`src/rtl/pe_pkg.sv`:
```
// pe_pkg: shared PE constants and the psum accumulator state encoding
package pe_pkg;
  localparam int PE_DATA_W = 32;
  localparam int PE_CNT_W = 8;
  typedef enum logic [1:0] {IDLE, ACC, DONE} state_t;
endpackage

```
`src/rtl/pe_psum_acc_if.sv`:
```
// pe_psum_acc_if: job (start/chunk_num/bias), chunk input (in_valid/in_ready/in_data), result output (out_valid/out_ready/out_data) and busy
interface pe_psum_acc_if #(
  parameter int DATA_W = pe_pkg::PE_DATA_W,
  parameter int CNT_W = pe_pkg::PE_CNT_W
);
  logic start;
  logic [CNT_W-1:0] chunk_num;
  logic [DATA_W-1:0] bias;
  logic in_valid;
  logic in_ready;
  logic [DATA_W-1:0] in_data;
  logic out_valid;
  logic out_ready;
  logic [DATA_W-1:0] out_data;
  logic busy;
  modport master (
    output start, chunk_num, bias, in_valid, in_data, out_ready,
    input in_ready, out_valid, out_data, busy
  );
  modport slave (
    input start, chunk_num, bias, in_valid, in_data, out_ready,
    output in_ready, out_valid, out_data, busy
  );
endinterface

```
`src/rtl/pe_psum_acc.sv`:
```
// pe_psum_acc: accumulates chunk_num+1 chunk sums onto bias; ports clk, rst (async high), s (pe_psum_acc_if.slave)
module pe_psum_acc
  import pe_pkg::*;
#(
  parameter int DATA_W = PE_DATA_W,
  parameter int CNT_W = PE_CNT_W
) (
  input logic clk,
  input logic rst,
  pe_psum_acc_if.slave s
);
  state_t state_q;
  logic [DATA_W-1:0] acc_q, acc_d, out_q;
  logic [CNT_W-1:0] rem_q;
  assign acc_d = acc_q + s.in_data;
  assign s.in_ready = state_q == ACC;
  assign s.out_valid = state_q == DONE;
  assign s.busy = state_q != IDLE;
  assign s.out_data = out_q;
  always_ff @(posedge clk or posedge rst) begin
    if (rst) begin
      state_q <= IDLE;
      acc_q <= '0;
      rem_q <= '0;
      out_q <= '0;
    end else begin
      case (state_q)
        IDLE: if (s.start) begin
          acc_q <= s.bias;
          rem_q <= s.chunk_num;
          state_q <= ACC;
        end
        ACC: if (s.in_valid) begin
          acc_q <= acc_d;
          if (rem_q == '0) begin
            out_q <= acc_d;
            state_q <= DONE;
          end else rem_q <= rem_q - 1'b1;
        end
        DONE: if (s.out_ready) state_q <= IDLE;
        default: state_q <= IDLE;
      endcase
    end
  end
endmodule

```
`src/flat_wrapper.sv`:
```
// flat-port wrapper written by rule: the top's interface ports become plain ports
module pe_psum_acc_flat import pe_pkg::*;
#(
  parameter int DATA_W = PE_DATA_W,
  parameter int CNT_W = PE_CNT_W
)
  (clk, rst, s_start, s_chunk_num, s_bias, s_in_valid, s_in_data, s_out_ready, s_in_ready, s_out_valid, s_out_data, s_busy);
  pe_psum_acc_if #(.DATA_W(DATA_W), .CNT_W(CNT_W)) s_i ();
  input logic clk;
  input logic rst;
  input wire logic [$bits(s_i.start)-1:0] s_start;
  input wire logic [$bits(s_i.chunk_num)-1:0] s_chunk_num;
  input wire logic [$bits(s_i.bias)-1:0] s_bias;
  input wire logic [$bits(s_i.in_valid)-1:0] s_in_valid;
  input wire logic [$bits(s_i.in_data)-1:0] s_in_data;
  input wire logic [$bits(s_i.out_ready)-1:0] s_out_ready;
  output wire logic [$bits(s_i.in_ready)-1:0] s_in_ready;
  output wire logic [$bits(s_i.out_valid)-1:0] s_out_valid;
  output wire logic [$bits(s_i.out_data)-1:0] s_out_data;
  output wire logic [$bits(s_i.busy)-1:0] s_busy;
  assign s_i.start = s_start;
  assign s_i.chunk_num = s_chunk_num;
  assign s_i.bias = s_bias;
  assign s_i.in_valid = s_in_valid;
  assign s_i.in_data = s_in_data;
  assign s_i.out_ready = s_out_ready;
  assign s_in_ready = s_i.in_ready;
  assign s_out_valid = s_i.out_valid;
  assign s_out_data = s_i.out_data;
  assign s_busy = s_i.busy;
  pe_psum_acc #(.DATA_W(DATA_W), .CNT_W(CNT_W)) u_core (.clk(clk), .rst(rst), .s(s_i));
endmodule
```
`config.mk`:
```
export PLATFORM = sky130hd
export DESIGN_NAME = pe_psum_acc_flat
export DESIGN_NICKNAME = d
export VERILOG_FILES = /design/src/rtl/pe_pkg.sv /design/src/rtl/pe_psum_acc_if.sv /design/src/rtl/pe_psum_acc.sv /design/src/flat_wrapper.sv
export SDC_FILE = /design/constraint.sdc
export NUM_CORES = 1
export LEC_CHECK = 0
export ABC_AREA = 1
export BUFFER_PORTS_ARGS = -buffer_cell sky130_fd_sc_hd__buf_2
export CAP_MARGIN = 20
export CELL_PAD_IN_SITES_DETAIL_PLACEMENT = 1
export CELL_PAD_IN_SITES_GLOBAL_PLACEMENT = 1
export CORE_MARGIN = 10
export CORE_UTILIZATION = 30
export DETAILED_ROUTE_END_ITERATION = 10
export GPL_ROUTABILITY_DRIVEN = 0
export MAX_ROUTING_LAYER = met4
export PLACE_DENSITY = 0.74
export SYNTH_ARGS = -nofsm -noshare
export SYNTH_HDL_FRONTEND = slang
export SYNTH_SLANG_ARGS = --single-unit
```
`constraint.sdc`:
```
create_clock -name clk -period 2.2 [get_ports clk]
set_clock_uncertainty 0.1 [all_clocks]
set_input_delay 0.11 -clock clk [delete_from_list [all_inputs] [get_ports clk]]
set_output_delay 0.11 -clock clk [all_outputs]
set_load 0.02 [all_outputs]
```
-- Yosys cells after proc, flatten, opt, wreduce, memory -nomap -nowiden
Index checks and enable logic that the tools add are counted.
- register bits after elaboration: 74
- latch bits: 0
- bits in writable memories: 0
- bits in read-only memories: 0
- bits of input ports: 77
- output and inout bits: 35
- memories: 0
- $add $sub $neg: 2
- $mul: 0
- divide/modulo/power cells: 0
- $lt $le $gt $ge: 0
- equality and inequality tests: 7
- shifts and indexed selects: 0
- muxes and demuxes: 12
- bitwise gates (word level): 0
- reductions and logical operators: 8
- operators by type and width (cell ; count):
    $mux W32 ; 2
    $pmux W32 S2 ; 1
    $add A32 B32 Y32 ; 1
    $mux W8 ; 3
    $pmux W8 S2 ; 1
    $logic_not A8 Y1 ; 1
    $mux W2 ; 4
    $ne A2 B2 Y1 const B ; 4
    $reduce_and A4 Y1 ; 2
    $sub A8 B1 Y8 const B ; 1
    $pmux W2 S3 ; 1
    $reduce_and A3 Y1 ; 2
    $reduce_bool A2 Y1 ; 2
    $eq A2 B1 Y1 const B ; 1
    $eq A2 B2 Y1 const B ; 1
    $logic_not A2 Y1 ; 1
    $ne A2 B1 Y1 const B ; 1

-- Longest topological paths before layout
Gate-level depths: netlist (run 1).
- depth in word-level cells: 4
- gate-level depth with buffers: 14
- gate-level depth less buffers: 14

-- Worst setup path after synthesis (run 1)
No wires, ideal clock.
- path type: reg2reg
- from: register u_core.acc_q[0]
- to: register u_core.acc_q[24]
- arrival: 1812 ps
- required time: 1984 ps
- slack: 171 ps
- cell stages (with the launch flop): 15
- buffers on the path: 0
- path through: dfrtp_1 > ha_1 > fa_1 > nand3_1 > nand3_1 > nand2_1 > nand2_1 > nand2_1 > nand2_1 > nand2_1 > nand2_1 > nand2_1 > nand3_1 > nand2_1 > nand2_1
- longest elaborated chain between the ends: 3
- ends and longest elaborated chain (item ; RTL line ; RTL):
    start, declared ; pe_psum_acc.sv:13 ; logic [DATA_W-1:0] acc_q, acc_d, out_q;
    start signal, assigned ; pe_psum_acc.sv:29 ; acc_q <= s.bias;
    $add A32 B32 Y32 ; pe_psum_acc.sv:15 ; assign acc_d = acc_q + s.in_data;
    $mux W32 ; pe_psum_acc.sv:33 ; ACC: if (s.in_valid) begin
    $pmux W32 S2 ; pe_psum_acc.sv:27 ; case (state_q)
Every way passes these cells. The select of a mux whose other input is x is not followed.
A chain may end at the register's enable or synchronous reset.

-- Worst setup path in the final report (run 1)
- from: register u_core.acc_q[0]
- to: register u_core.out_q[8] (netlist: u_core.s.out_data[8])
- longest elaborated chain between the ends: 1
- ends and longest elaborated chain (item ; RTL line ; RTL):
    $add A32 B32 Y32 ; pe_psum_acc.sv:15 ;
    end signal, assigned ; pe_psum_acc.sv:25 ; out_q <= '0;
    end signal, assigned ; pe_psum_acc.sv:36 ; out_q <= acc_d;
    end, declared ; pe_psum_acc.sv:13 ;
Every way passes these cells.

==> results of run 1 <==
==> layout by cell type (no fill, tap or decap), types with 15 or more instances in the layout <==
master,netlist,routed
nand2_1,385,371
inv_1,149,148
buf_2,6,111
dfrtp_1,74,74
nor2_1,61,51
nand3_1,51,46
o21ai_0,46,46
dlygate4sd3_1,0,34
buf_4,1,28
a21oi_1,22,17
nand2_2,3,15
ha_4,0,15
==> metrics by stage <==
| stage | TNS [ns] | instances |
|---|---|---|
| global route | -0.510 | 1318 |
| CTS | 0 | 1316 |
| floorplan | 0 | 912 |
| finish | 0 | 1318 |
| detailed placement | -0.0961 | 1266 |
| global placement | 0 | 1266 |
==> power breakdown <==
group | leakage [nW] | switching [mW] | internal (mW)
logic | 3.38 | 4.49 | 2.82
clock network | 0.146 | 0.677 | 0.888
registers | 0.923 | 0.481 | 2.00
total | 4.45 | 5.65 | 5.71
==> area by class of cell <==
type / count / share of cell area, %
Multi-Input combinational cell: 664 / 46.2
Clock inverter: 7 / 1.00
Clock buffer: 9 / 2.90
Tap cell: 234 / 3.77
Sequential cell: 74 / 23.9
Inverter: 155 / 7.58
Timing Repair Buffer: 175 / 14.7
==> worst max-delay path: cells and delay by family (launching register included) <==
kind                     cells  cell delay [ns]
adder cells (fa/ha/maj)      2             0.60
buffers and inverters        3             0.40
flip-flops                   1             0.38
AND/OR/NAND/NOR              4             0.33
XOR/XNOR                     1             0.13
AO/OA/AOI/OAI                1             0.11
==> path summary, 6_finish.rpt <==
kind,end,slack [ns]
max in group asynchronous,u_core.s.out_data[7]$_DFFE_PP0P_,1.14
hold / removal,u_core.acc_q[29]$_DFFE_PP0P_,-0.0003
setup reg to reg,u_core.s.out_data[8]$_DFFE_PP0P_,0.07
hold reg to reg,u_core.s.out_data[6]$_DFFE_PP0P_,0.37
min in group asynchronous,u_core.rem_q[5]$_DFFE_PP0P_,0.21
setup / recovery,u_core.s.out_data[8]$_DFFE_PP0P_,0.07
==> flip-flops by register name, indices dropped and copies added, names as in the netlist <==
signal / count
u_core.acc_q: 32
u_core.s.out_data: 32
u_core.state_q: 2
u_core.rem_q: 8
==> logic make-up after synthesis <==
group	share of synthesized area (%)
fa+ha+maj	7.30
buf+inv	12.0
xor+xnor	2.59
compound gates	9.63
flops	32.2
simple gates	36.4
==> layer usage <==
metal / global-route usage, % / up-vias
met1: 22.5 / 2901
met2: 27.4 / 95
met5: - / -
met4: 5.16 / 0
li1: - / 3117
met3: 2.94 / 16
==> synth_stat cells (all sizes together) (2+ instances only) <==
master  number  area [um^2]
a21o         2         15.0
nand2      388         1460
a21oi       22          110
xor2         6         52.6
xnor2       11         96.3
a31oi        5         31.3
buf         10         71.3
o211ai       7         52.6
nor2        65          278
or2          5         31.3
nor3         4         20.0
o22ai        2         12.5
nand3       51          255
o21ai       55          309
and2         3         18.8
clkbuf       9         33.8
dfrtp       74         1850
inv        154          581
ha          32          400
==> what timing repair did <==
item,4_1_cts,5_1_grt
pin swaps,0,6
setup buffers,0,2
hold buffers,34,0
resized for setup,4,69
endpoints found under the hold margin,57,0
endpoints found under the setup margin,7,53
==> reports/results.ini, run 1 <==
[min_path]
hold_class=in2reg
whs_path_depth=5
hp-start=s_bias[29]

[routing]
top_layer=met4
drt_first_pass_iters=4
met3_length_um=978
route.detailed.drc=0
wire_per_inst_um=16.0
finalWirelength_um=21100
wl_met2_um=9770
viasPerCell=4.65
vias=6129
postRouteAntennaNets=0
wl_met1_um=10000
drtIter0Drc=283

[sta]
fin_crit_ns=2.13
rsz0062_at_grt=yes
finalSetupViolations=0
timing.hold.ws_ns=-0.000274
maxSlewHeadroom_pct=65.4
finalCritPeriodShare_pct=96.9
slew_viol_final=0
fmax_ghz=0.469
fin_ws_ns=0.0673
finalHoldViolations=1
tightest_slew_ns=0.519

[floorplan]
die_y_um=159
die_w_um=159
start_util_pct=30.7
design.die.area_mm2=0.0251
fp-row-count=50
fp.coreArea_mm2=0.0188
ioPinCount=112

[grt]
first_global_vias=6573
grt_pass1_wl_um=33500
antenna_found_initial=0
grt_start_max_net_pins=40
track_usage_pct=17.4
overflow=0

[power]
power_mw=11.4
p_per_area_mw_per_mm2=1460
power.leakage_nw=4.45
peakVddDrop_v=0.000487

[placement]
hpwlAfterDp_um=16300
pre_cts_ws_ns=-0.0372
placed_area_mm2=0.00673
port-buffer-count=111

[final_layout]
multi_input_area_mm2=0.00359
antenna_cells=0
seqCellArea_mm2=0.00185
area_growth_pct=34.7
drive_above_1_share_pct=23.0
fillers=2474
design_area_mm2=0.00776
nets=1189
fin_util_pct=41.3

[clock_tree]
cts.htree.levels=3
root_buffer=clkbuf_16
tritoncts=done
clock_sinks=74
clk_pin_slew_ns=0.07
clk_path_buf_depth=2
clk_latency_ns=0.36
cts_buffers=9

[critical_path]
slowest_delay_ns=0.41
end_kind=flop
slowest_stage=fa_2
critical_path.max_fanout=3
crit_type=reg2reg
worstPathArrival_ns=2.33
startpoint_type=flop
worst_r2r_path_depth=11
r2r-start=u_core.acc_q[0]$_DFFE_PP0P_
critPathRequiredTime_ns=2.39
cp_common_cell=buf_4
path_cells=ha_2 -> fa_2 -> nand3_1 -> nand3_2 -> nand2_1 -> nand2_1 -> buf_4 -> xnor2_2 -> buf_4 -> buf_4 -> o21ai_2
startpoint=u_core.acc_q[0]$_DFFE_PP0P_

[logic_synthesis]
ys_seq_area_share_pct=32.2
synth_seq_cells=74
yosys_warnings=0
synthCells=912
synth_edf_count=0
yosysUniqueCellTypes=35
async_flop_share_pct=100
synthesis.area_mm2=0.00576
syn_nets=1022
synth-main-ff-cell=dfrtp_1
syn_avg_cell_area_um2=6.31

[outcome]
violations=hold timing
status=finished with violations

[flow_run]
drv_cap=0

Power figures use the tool's default switching activity.
==> inputs of run 2 (changes only) <==
--- a/config.mk
+++ b/config.mk
@@ -15,7 +15,7 @@
 export DETAILED_ROUTE_END_ITERATION = 10
 export GPL_ROUTABILITY_DRIVEN = 0
 export MAX_ROUTING_LAYER = met4
-export PLACE_DENSITY = 0.74
+export PLACE_DENSITY_LB_ADDON = 0.1
 export SYNTH_ARGS = -nofsm -noshare
 export SYNTH_HDL_FRONTEND = slang
 export SYNTH_SLANG_ARGS = --single-unit
==> reports/results.ini, run 2 (synthesis results as in run 1) <==
[power]
peakVddDrop_v=0.000505  ; +3.5%
power_mw=11.6  ; +2.3%
power.leakage_nw=4.48  ; +0.67%
power_switching_mw=5.66  ; +0.20%
swShare_pct=48.7  ; -1.0 points
p_per_area_mw_per_mm2=1490  ; +2.1%
p_comb_share_pct=64.3  ; about the same
clkPwrFrac_pct=14.6  ; +0.8 points
power.internal_mw=5.96  ; +4.4%
seq_power_share_pct=21.1  ; -0.8 points

[placement]
port-buffer-count=111  ; unchanged
placed_area_mm2=0.00679  ; +0.89%
hpwlAfterDp_um=16500  ; +1.1%
dp.cells=1274  ; +0.63%
pre_cts_ws_ns=-0.0849  ; -0.0477 ns

[routing]
postRouteAntennaNets=0  ; unchanged
finalWirelength_um=21500  ; +2.1%
route.detailed.drc=0  ; unchanged
vias=6054  ; -1.2%
drtIter0Drc=307  ; +8.5%
viasPerCell=4.59  ; -1.3%
drt_first_pass_iters=4  ; unchanged
wire_per_inst_um=16.3  ; +2.0%

[sta]
fin_crit_ns=2.11  ; -0.0241 ns
tightest_slew_ns=0.463  ; -0.0568 ns
slew_viol_final=0  ; unchanged
timing.hold.ws_ns=-0.00346  ; -0.00319 ns
finalSetupViolations=0  ; unchanged
setup-tns-final_ns=0  ; unchanged
fin_ws_ns=0.0914  ; +0.0241 ns
finalCritPeriodShare_pct=95.8  ; -1.1 points
finalHoldViolations=1  ; unchanged
fmax_ghz=0.474  ; +1.1%
rsz0062_at_grt=yes
maxSlewHeadroom_pct=69.2  ; +3.8 points

[floorplan]
design.die.area_mm2=0.0251  ; unchanged
fp.coreArea_mm2=0.0188  ; unchanged
die_y_um=159  ; unchanged
die_w_um=159  ; unchanged
start_util_pct=30.7  ; unchanged
fp-row-count=50  ; unchanged
ioPinCount=112  ; unchanged

[outcome]
status=finished with violations
violations=hold timing

[grt]
overflow=0  ; unchanged
grt_start_max_net_pins=60  ; +50%
antenna_found_initial=0  ; unchanged
busiest_layer=met2
grt_pass1_wl_um=34400  ; +2.6%
first_global_vias=6448  ; -1.9%
use_met3_pct=2.75  ; -0.19 points
track_usage_pct=17.9  ; +0.48 points
grtUsageMet2_pct=26.6  ; -0.80 points
use_met1_pct=25.0  ; +2.5 points

[critical_path]
reg2reg_to=u_core.acc_q[6]$_DFFE_PP0P_
endpoint=u_core.acc_q[6]$_DFFE_PP0P_
critical_path.max_fanout=36  ; +33
timing.critical_path.buf_inv=3  ; unchanged
crit_type=reg2reg
r2r-start=u_core.state_q[0]$_DFFE_PP0P_
slowest_delay_ns=0.40  ; about the same
slowest_stage=dfrtp_1
cp_common_cell=nand2_1
startpoint=u_core.state_q[0]$_DFFE_PP0P_
path_cells=inv_1 -> nor2_4 -> nand2_1 -> nand2_1 -> clkinv_1 -> buf_4 -> nand2_1 -> o21ai_0
end_kind=flop
worst_r2r_path_depth=8  ; -3
cp_top_family=simple AND/OR/NAND/NOR gates
critPathRequiredTime_ns=2.30  ; -0.09 ns
startpoint_type=flop
worstPathArrival_ns=2.21  ; -0.12 ns
crit_cells=8  ; -3
r2r_slack_ns=0.09  ; +0.02 ns

[final_layout]
fin_cells=1319  ; +0.076%
final_cell_mix=369 x nand2_1, 148 x inv_1, 111 x buf_2, 74 x dfrtp_1, 51 x nor2_1
antenna_cells=0  ; unchanged
drive_above_1_share_pct=23.4  ; +0.44 points
nets=1190  ; +0.084%
design_area_mm2=0.00778  ; +0.24%
area_growth_pct=35.1
mostFrequentLayoutCell=nand2_1

[min_path]
hold_class=in2reg

[clock_tree]
clock_sinks=74  ; unchanged
root_buffer=clkbuf_16
clk_path_buf_depth=2  ; unchanged
cts.htree.levels=3  ; unchanged
tritoncts=done
cts_buffers=9  ; unchanged
clk_latency_ns=0.35  ; about the same
clk_pin_slew_ns=0.07  ; about the same

[flow_run]
drv_cap=0  ; unchanged

## run 2: cell types whose count changed in the layout (fill, tap and decap cells not counted), sizes merged
cell         delta
buf             +7
clkinv          -1
clkinvlp        -1
inv             -2
clkbuf          +3
dlygate4sd3     -6
bufinv          +1
## run 2: layer usage
layer  vias up  wire length [um]
met3         9              1120
met1      2811             10700
li1       3128                 -
met2       106              9520
met4         0               132
met5         -                 0
## run 2: worst min-delay path by stage
| stage | start | endpoint | slack (ns) | cells past startpoint |
|---|---|---|---|---|
| 2_1_floorplan | s_out_ready | u_core.state_q[1]$_DFFE_PP0P_ | 0.11 | 1 |
| 3_3_place_gp | rst | u_core.s.out_data[29]$_DFFE_PP0P_ | -0.01 | 2 |
| 3_5_place_dp | rst | u_core.s.out_data[29]$_DFFE_PP0P_ | -0.008 | 2 |
| 4_1_cts | s_bias[17] | u_core.acc_q[17]$_DFFE_PP0P_ | 0.0004 | 4 |
| 5_1_grt | s_bias[17] | u_core.acc_q[17]$_DFFE_PP0P_ | 0.02 | 4 |
| 6_report | s_chunk_num[0] | u_core.rem_q[0]$_DFFE_PP0P_ | -0.003 | 5 |
## run 2: timing repair
action,in CTS,in global routing
pin swaps,0,2
resized for setup,7,67
endpoints found under the setup margin,14,51
endpoints found under the hold margin,41,0
hold buffers,28,0
setup buffers,0,1
## run 2: metrics by stage
step                util (%)  hold slack [ns]
global placement        36.2          -0.0132
CTS                     39.6         0.000426
finish                  41.4         -0.00346
global route            41.4           0.0205
detailed placement      36.2         -0.00780
floorplan                  -            0.108
## run 2: tightest hold or removal path, delay by kind of cell
family,cells,cell delay [ns]
AOI/OAI and AO/OA,2,0.13
and+or+nand+nor,2,0.09
buffers and inverters,1,0.08
## run 2: layout make-up
| class | count | area, um^2 |
|---|---|---|
| fillers | 2483 | 11000 |
| flip-flops and latches | 74 | 1850 |
| clock buffers | 12 | 256 |
| repair buffers | 176 | 1130 |
| multi-input cells | 664 | 3580 |
| well taps | 234 | 293 |
| clock inverters | 4 | 73.8 |
| inverters | 155 | 588 |
## run 2: power groups by stage
| stage | logic (mW) | registers [mW] | clock network (mW) |
|---|---|---|---|
| 6_report | 7.47 | 2.46 | 1.69 |
| 5_1_grt | 8.44 | 2.55 | 1.80 |
| 4_1_cts | 7.02 | 2.41 | 1.74 |
| 3_5_place_dp | 6.87 | 2.43 | 0 |
| 3_3_place_gp | 6.80 | 2.41 | 0 |
| 2_1_floorplan | 4.22 | 2.65 | 0 |
